**config.mk**
```make
export PLATFORM = sky130hd
export DESIGN_NAME = uart_mmio_tx
export DESIGN_NICKNAME = d
export VERILOG_FILES = /design/src/rtl/uart_pkg.sv /design/src/rtl/sync_fifo.sv /design/src/rtl/uart_mmio_tx.sv
export SDC_FILE = /design/constraint.sdc
export NUM_CORES = 1
export LEC_CHECK = 0
export BUFFER_PORTS_ARGS = -buffer_cell sky130_fd_sc_hd__buf_2
export CAP_MARGIN = 40
export CELL_PAD_IN_SITES_DETAIL_PLACEMENT = 1
export CELL_PAD_IN_SITES_GLOBAL_PLACEMENT = 1
export CORE_MARGIN = 2
export CORE_UTILIZATION = 25
export CTS_CLUSTER_SIZE = 14
export DETAILED_ROUTE_END_ITERATION = 10
export GPL_TIMING_DRIVEN = 0
export PLACE_DENSITY_LB_ADDON = 0.1
export SYNTH_ARGS = -nofsm -noshare
export SYNTH_HDL_FRONTEND = slang
export SYNTH_HIERARCHICAL = 1
export SYNTH_SLANG_ARGS = --single-unit
```
**constraint.sdc**
```tcl
create_clock -name clk -period 8.9 [get_ports clk]
set_input_delay 0 -clock clk [delete_from_list [all_inputs] [get_ports clk]]
set_output_delay 0 -clock clk [all_outputs]
set_load 0.01 [all_outputs]
```
**src/rtl/uart_pkg.sv**
```systemverilog
// Shared definitions for the memory-mapped UART transmitter.
//   tx_state_t : transmit FSM states
//   ST_*       : bit positions inside the status byte returned on loads
//   baud_div   : clocks per bit period (truncating division)
package uart_pkg;

   typedef enum logic [1:0] {
      IDLE,
      START,
      DATA,
      STOP
   } tx_state_t;

   localparam int unsigned ST_BUSY = 0;
   localparam int unsigned ST_FULL = 1;
   localparam int unsigned ST_OVF  = 2;

   function automatic int unsigned baud_div(input int unsigned clk_hz,
                                            input int unsigned baud);
      return clk_hz / baud;
   endfunction

endpackage

```
**src/rtl/sync_fifo.sv**
```systemverilog
// Synchronous FIFO with a fall-through read port.
//   clk, rst : clock, asynchronous active-low reset
//   push/din : write din when not full (or when full and popping this cycle)
//   pop/dout : dout shows the head entry; pop advances past it
//   full, empty, count : occupancy status
module sync_fifo #(
   parameter int unsigned N     = 8,
   parameter int unsigned DEPTH = 8
) (
   input  logic                     clk,
   input  logic                     rst,
   input  logic                     push,
   input  logic                     pop,
   input  logic [N-1:0]             din,
   output logic [N-1:0]             dout,
   output logic                     full,
   output logic                     empty,
   output logic [$clog2(DEPTH):0]   count
);

   localparam int unsigned AW = $clog2(DEPTH);

   logic [AW:0]  wr_ptr;
   logic [AW:0]  rd_ptr;
   logic [N-1:0] mem [DEPTH];
   logic         do_push;
   logic         do_pop;

   assign empty = (wr_ptr == rd_ptr);
   // One extra pointer bit distinguishes full from empty when the indices match.
   assign full  = (wr_ptr[AW] != rd_ptr[AW]) && (wr_ptr[AW-1:0] == rd_ptr[AW-1:0]);
   assign count = wr_ptr - rd_ptr;
   assign dout  = mem[rd_ptr[AW-1:0]];

   assign do_pop  = pop & ~empty;
   // When full, a simultaneous pop frees the head slot that the push overwrites.
   assign do_push = push & (~full | do_pop);

   always_ff @(posedge clk) begin
      if (do_push) begin
         mem[wr_ptr[AW-1:0]] <= din;
      end
   end

   always_ff @(posedge clk or negedge rst) begin
      if (!rst) begin
         wr_ptr <= '0;
         rd_ptr <= '0;
      end else begin
         if (do_push) wr_ptr <= wr_ptr + 1'b1;
         if (do_pop)  rd_ptr <= rd_ptr + 1'b1;
      end
   end

endmodule

```
**src/rtl/uart_mmio_tx.sv**
```systemverilog
// Memory-mapped 8N1 UART transmitter snooping the processor store bus.
//   clk, rst          : clock, asynchronous active-low reset
//   cpu_tick          : one-clk strobe; store bus sampled only when high
//   addr, wdata, we   : processor data address, store data, MemWrite
//   sel               : addr hits DATA_ADDR or STAT_ADDR
//   rdata             : status byte {5'b0, overflow, full, busy}
//   txd               : registered serial output, idle high
//   busy, overflow    : transmitter active / sticky dropped-store flag
module uart_mmio_tx
   import uart_pkg::*;
#(
   parameter int unsigned CLK_HZ    = 50000000,
   parameter int unsigned BAUD      = 115200,
   parameter int unsigned DEPTH     = 8,
   parameter logic [7:0]  DATA_ADDR = 8'hFF,
   parameter logic [7:0]  STAT_ADDR = 8'hFE
) (
   input  logic       clk,
   input  logic       rst,
   input  logic       cpu_tick,
   input  logic [7:0] addr,
   input  logic [7:0] wdata,
   input  logic       we,
   output logic       sel,
   output logic [7:0] rdata,
   output logic       txd,
   output logic       busy,
   output logic       overflow
);

   localparam int unsigned DIV = baud_div(CLK_HZ, BAUD);
   localparam int unsigned CW  = (DIV > 1) ? $clog2(DIV) : 1;
   localparam logic [CW-1:0] DIV_M1 = CW'(DIV - 1);

   tx_state_t                state;
   logic [7:0]               shift;
   logic [CW-1:0]            baud_cnt;
   logic [2:0]               bit_idx;
   logic                     push_req;
   logic                     clr_req;
   logic                     pop;
   logic                     drop;
   logic [7:0]               fifo_dout;
   logic                     fifo_full;
   logic                     fifo_empty;
   logic [$clog2(DEPTH):0]   fifo_count;
   logic                     bit_end;

   assign sel      = (addr == DATA_ADDR) || (addr == STAT_ADDR);
   assign push_req = cpu_tick & we & (addr == DATA_ADDR);
   assign clr_req  = cpu_tick & we & (addr == STAT_ADDR);
   assign pop      = (state == IDLE) & ~fifo_empty;
   assign drop     = push_req & fifo_full & ~pop;
   assign busy     = (state != IDLE) | (fifo_count != '0);
   assign bit_end  = (baud_cnt == DIV_M1);

   always_comb begin
      rdata          = '0;
      rdata[ST_BUSY] = busy;
      rdata[ST_FULL] = fifo_full;
      rdata[ST_OVF]  = overflow;
   end

   sync_fifo #(
      .N     (8),
      .DEPTH (DEPTH)
   ) u_fifo (
      .clk   (clk),
      .rst   (rst),
      .push  (push_req),
      .pop   (pop),
      .din   (wdata),
      .dout  (fifo_dout),
      .full  (fifo_full),
      .empty (fifo_empty),
      .count (fifo_count)
   );

   always_ff @(posedge clk or negedge rst) begin
      if (!rst) begin
         overflow <= 1'b0;
      end else if (drop) begin
         overflow <= 1'b1;
      end else if (clr_req) begin
         overflow <= 1'b0;
      end
   end

   // txd is loaded with the level of the state being entered, so each bit
   // appears on the line on the same edge the state changes.
   always_ff @(posedge clk or negedge rst) begin
      if (!rst) begin
         state    <= IDLE;
         txd      <= 1'b1;
         shift    <= '0;
         baud_cnt <= '0;
         bit_idx  <= '0;
      end else begin
         case (state)
            IDLE: begin
               txd <= 1'b1;
               if (!fifo_empty) begin
                  shift    <= fifo_dout;
                  baud_cnt <= '0;
                  state    <= START;
                  txd      <= 1'b0;
               end
            end
            START: begin
               if (bit_end) begin
                  baud_cnt <= '0;
                  bit_idx  <= '0;
                  state    <= DATA;
                  txd      <= shift[0];
               end else begin
                  baud_cnt <= baud_cnt + 1'b1;
               end
            end
            DATA: begin
               if (bit_end) begin
                  baud_cnt <= '0;
                  shift    <= shift >> 1;
                  if (bit_idx == 3'd7) begin
                     state <= STOP;
                     txd   <= 1'b1;
                  end else begin
                     bit_idx <= bit_idx + 1'b1;
                     txd     <= shift[1];
                  end
               end else begin
                  baud_cnt <= baud_cnt + 1'b1;
               end
            end
            STOP: begin
               if (bit_end) begin
                  baud_cnt <= '0;
                  state    <= IDLE;
                  txd      <= 1'b1;
               end else begin
                  baud_cnt <= baud_cnt + 1'b1;
               end
            end
            default: begin
               state <= IDLE;
               txd   <= 1'b1;
            end
         endcase
      end
   end

endmodule

```
Word-level counts from Yosys, hierarchy flattened:

Memory sizes are Yosys's and may differ from the RTL's.
Cells that the tools add are included.

* add/subtract/negate cells: 5
* muxes and demuxes: 26
* reductions and logical operators: 13
* bitwise logic cells: 13
* eq/ne operators: 16

Operators by type and width (number)
* two-way mux 9 bit: 2
* case mux 9 bit (2 select lines): 1
* equality test 8 bit (second input constant): 2
* two-way mux 8 bit: 2
* case mux 8 bit (2 select lines): 1
* != test 2 bit (second input constant): 6
* two-way mux 2 bit: 5
* adder 9 x 1 -> 9 bit (second input constant): 1
* equality test 9 bit (second input constant): 1
* two-way mux 1 bit: 9
* two-way mux 3 bit: 3
* adder 4 x 1 -> 4 bit (second input constant): 2
* AND 1 bit: 8
* case mux 2 bit (4 select lines): 1
* nonzero test 2 bit: 4
* case mux 3 bit (2 select lines): 1
* AND reduction 3 bit: 2
* AND reduction 5 bit: 1
* equality test 2 bit (second input constant): 2
* equality test 4 bit: 1
* case mux 1 bit (4 select lines): 1
* AND reduction 4 bit: 1
* nonzero test 4 bit: 1
* subtractor 4 bit: 1
* other kinds (11): 14

* input bits: 20
* RAM bits: 64
* register bits: 32
* logic and storage cells: 82
* memories: 1
* output and inout bits: 12

Memory list
* u_fifo.mem: words 8, width 8, read ports 1, clocked after memory_dff 0, write ports 1, line sync_fifo.sv:25 `logic [N-1:0] mem [DEPTH];`

Longest topological paths before layout:

* word-level depth: 8
* depth in mapped cells: 12
* gate-level depth less buffers: 8

Modules after synthesis:

The synthesis kept the hierarchy.

By module, submodules not included
* sync_fifo: area an instance 2961.6 µm², cells each 169, instances 1, sequential area each 2122.0 µm²
* uart_mmio_tx: area an instance 1448.9 µm², cells each 154, instances 1, sequential area each 601.8 µm²

Worst setup path after synthesis:

Ideal clock, no wire load.

* kind: register -> register
* start point: register u_fifo.rd_ptr[1]
* end point: memory u_fifo.mem[1][0] (enable)
* path slack: 5735 ps
* arrival time: 2770 ps
* stages on the path, launching flop included: 10
* library setup time: 395 ps
* path buffers: 2
* clock period less this slack: 3165 ps
* data required time: 8505 ps
* path through: dfrtp_1 buf_2 buf_1 inv_1 ha_1 nand3_1 nor2_1 nor2b_1 nor3_1 nor4_1

* word-level cells in the longest chain between the ends: 8
* elaborated cells on any way between the ends: 11
* those cells by class: eq/ne: 2; mux: 2; bitwise: 6; reduce/logical: 1

Ends and longest elaborated chain
* start, declared: line sync_fifo.sv:24 `logic [AW:0] rd_ptr;`
* start signal, assigned: line sync_fifo.sv:51 `if (do_pop) rd_ptr <= rd_ptr + 1'b1;`
* equality test 4 bit: line sync_fifo.sv:29 `assign empty = (wr_ptr == rd_ptr);`
* via fifo_empty: line uart_mmio_tx.sv:45 `logic fifo_empty;`
* NOT 1 bit: line uart_mmio_tx.sv:52 `assign pop = (state == IDLE) & ~fifo_empty;`
* AND 1 bit: line uart_mmio_tx.sv:52
* via pop: line uart_mmio_tx.sv:41 `logic pop;`
* AND 1 bit: line sync_fifo.sv:35 `assign do_pop = pop & ~empty;`
* OR 1 bit: line sync_fifo.sv:37 `assign do_push = push & (~full | do_pop);`
* AND 1 bit: line sync_fifo.sv:37
* two-way mux 1 bit: line sync_fifo.sv:40 `if (do_push) begin`
* two-way mux 1 bit (not written as such): line sync_fifo.sv:41 `mem[wr_ptr[AW-1:0]] <= din;`
* end, declared: line sync_fifo.sv:25

The timed path passes the listed nets, and every way through them passes these cells.

Final worst setup path:

* start point: register u_fifo.rd_ptr[1]
* end point: memory u_fifo.mem[3][6] (enable)

The elaborated chain is that of the path after synthesis.

==> results.cfg <==
[synthesis]
synthTopCellsByCount = edfxtp_1 (64), nand2_1 (35), dfrtp_1 (31)
synth_ff_type = edfxtp_1
synth_top_cell_area_share_pct = 43.6
synth_seq_area_share_pct = 61.8
synth_top_area_cell = edfxtp_1
postSynthCellCount = 323
ys_warn_count = 6
synth_seq_cells = 96
synth_edf_count = 64
synth_area_leaders = edfxtp_1 (44%), dfrtp_1 (18%), mux4_2 (8.2%)
async_reset_ff_share_pct = 33.3
synth.distinct_cells = 50
synth_area_um2 = 4410
yosysMostFrequentCell = edfxtp_1
synth_area_per_cell_um2 = 13.7

[clocking]
clock_sinks = 96
clk_latency_ps = 350
numCtsBuffers = 9
cts_buffer_depth = 2
htreeDepth = 3
cts_tree = done
path_clk_slew_ps = 70
clockRootBuffer = clkbuf_16

[run_status]
outcome = complete, no violations

[worst_hold_path]
min-delay-start = we
min_path_cells = 3
holdPathEnd = overflow$_DFFE_PN0P_
hold_class = primary input to register

[worst_setup_path]
reg2reg_from = u_fifo/rd_ptr[1]$_DFFE_PN0P_
critPathRequiredTime_ps = 8950
worstSetupPathType = register to register
end_kind = register
startpoint = u_fifo/rd_ptr[1]$_DFFE_PN0P_
critPathMaxFanout = 10
r2r_end = u_fifo/mem[3][6]$_DFFE_PP_
r2r_setup_slack_ps = 4980
arrival_ps = 3980
reg2reg_depth = 10
setup.worst_path.start_class = register

[drt]
drc = 0
ant_nets = 0
vias = 2670
wl_um = 9970
wl_per_cell_um = 16.3
avgViaCountPerCell = 4.38
dr.pass1.iters = 6
detail_route.iter0.violations = 96

[timing]
final_max_slew_viol_count = 0
finalSetupTns_ps = 0
finalSetupViolations = 0
rsz0062_at_grt = no
max_slew_margin_pct = 44.2
finClkSkew_ps = 11.3
hold_viol_final = 0
fin_crit_ps = 3920
worst_pin_slew_ps = 832
setup_ws_ps = 4980
final.period_utilization_pct = 44.1
fmaxAchievable_ghz = 0.255

[power_and_ir_drop]
total_power_mw = 1.18
leakagePower_nw = 1.98
powerDensity_nw_per_um2 = 222
ir_drop_mv = 0.0802

[placed_design]
place_ws_ps = 4850
dp.final_hpwl_um = 7040
numPlacedInstances = 584
port_buffers = 26
gp_congestion = 0.685

[flow_run]
cap_violations = 0

[final_layout]
nFillCells = 1904
area_delta_synth_final_pct = 20.3
drive_gt1_share_pct = 23.9
final_cells = 610
diodes = 0
post-route-util_pct = 30.7
nets = 415

[global_route]
antenna_found_initial = 0
grt_max_degree = 33
grt_overflow = 0
grt_pass1_wl_um = 16000
grt_pass1_vias = 2849
grt_util_all_layers_pct = 11.6

[floorplan]
die_w_um = 137
placementRows = 48
pin_count = 32
core_um2 = 17300
dieHeight_um = 137
initial_core_util_pct = 25.5
die-area_um2 = 18700
what timing repair did:
action / in CTS / in global routing
gates resized for setup: 0 / 0
endpoints found under the setup margin: 0 / 0
endpoints found under the hold margin: 96 / 0
hold buffers: 10 / 0
setup buffers: 0 / 0
sequential cells by signal (all words and copies together), names as in the netlist:
signal and count:
state 2, bit_idx 3, txd 1, overflow 1, baud_cnt 9, u_fifo/wr_ptr 4
u_fifo/rd_ptr 4, u_fifo/mem 64, shift 8
report_power, final:
part	internal (mW)	total [mW]	switching [mW]	leakage [nW]
clock	0.198	0.385	0.187	0.136
combinational	0.111	0.250	0.139	0.854
sequential	0.513	0.544	0.0313	0.988
total	0.822	1.18	0.357	1.98
cells in the final DEF (no fill, tap or decap), drive strengths merged, types with 2 or more instances in the layout:
cell	count
nand3	13
xnor2	12
dlygate4sd3	10
clkbuf	13
nor3	7
conb	5
inv	18
nand4	2
nor4	6
nor2	21
nor2b	2
a21o	2
buf	47
o311ai	2
nand2	36
ha	14
dfrtp	31
o21ai	6
mux4	16
or4	2
o22ai	15
mux2	4
edfxtp	64
xor2	5
a21oi	10
clkinvlp	3
area by class of cell:
class	count	area, um2	share of cell area, %
plain buffers	19	126	2.38
well taps	225	282	5.31
multi-input cells	197	1550	29.2
flip-flops and latches	96	2720	51.3
clock inverters	7	72.6	1.37
inverters	15	56.3	1.06
clock buffers	9	225	4.25
repair buffers	42	273	5.14
metal layers:
metal / routed length [um] / up-vias / GRT usage, %
met5: 0 / - / 0
met4: 136 / 0 / 4.47
met3: 211 / 7 / 2.44
met2: 4930 / 29 / 18.9
met1: 4690 / 1328 / 15.1
li1: - / 1306 / -
critical path, cell delays in order (launching register included):
cell,delay [ps]
dfrtp_1,390
buf_2,310
buf_1,550
inv_1,120
ha_1,320
nand3_1,220
nor2_1,170
nor2b_1,480
nor3_1,250
nor3_1,520
buf_2,300
logic make-up (layout without fill, tap and decap cells):
logic type	after synthesis	after routing	synth area share (%)
flip-flops	96	96	61.8
other	1	5	0.0850
multiplexers	20	20	9.28
AO/OA/AOI/OAI	44	44	6.61
buffers and inverters	34	92	4.14
XOR/XNOR	17	17	3.38
AND/OR/NAND/NOR	96	96	10.3
adder cells (fa/ha/maj)	15	15	4.43
stage by stage:
stage	hold WS, ps	instance area, um2
after global routing	67.3	5310
after global placement	145	4840
final	27.0	5310
after floorplan	-296	4430
after detailed placement	151	4910
after CTS	14.5	5310
worst max-delay path by stage:
stage                            endpoint  slack, ps  cells after the start
6_report       u_fifo/mem[3][6]$_DFFE_PP_       4980                     10
3_5_place_dp   u_fifo/mem[3][2]$_DFFE_PP_       4850                     10
5_1_grt        u_fifo/mem[3][6]$_DFFE_PP_       4590                     10
4_1_cts        u_fifo/mem[3][6]$_DFFE_PP_       4810                     10
2_1_floorplan  u_fifo/mem[1][0]$_DFFE_PP_       5740                      9
3_3_place_gp   u_fifo/mem[1][1]$_DFFE_PP_       4050                      9
No activity file was read; power rests on OpenSTA's default activity.
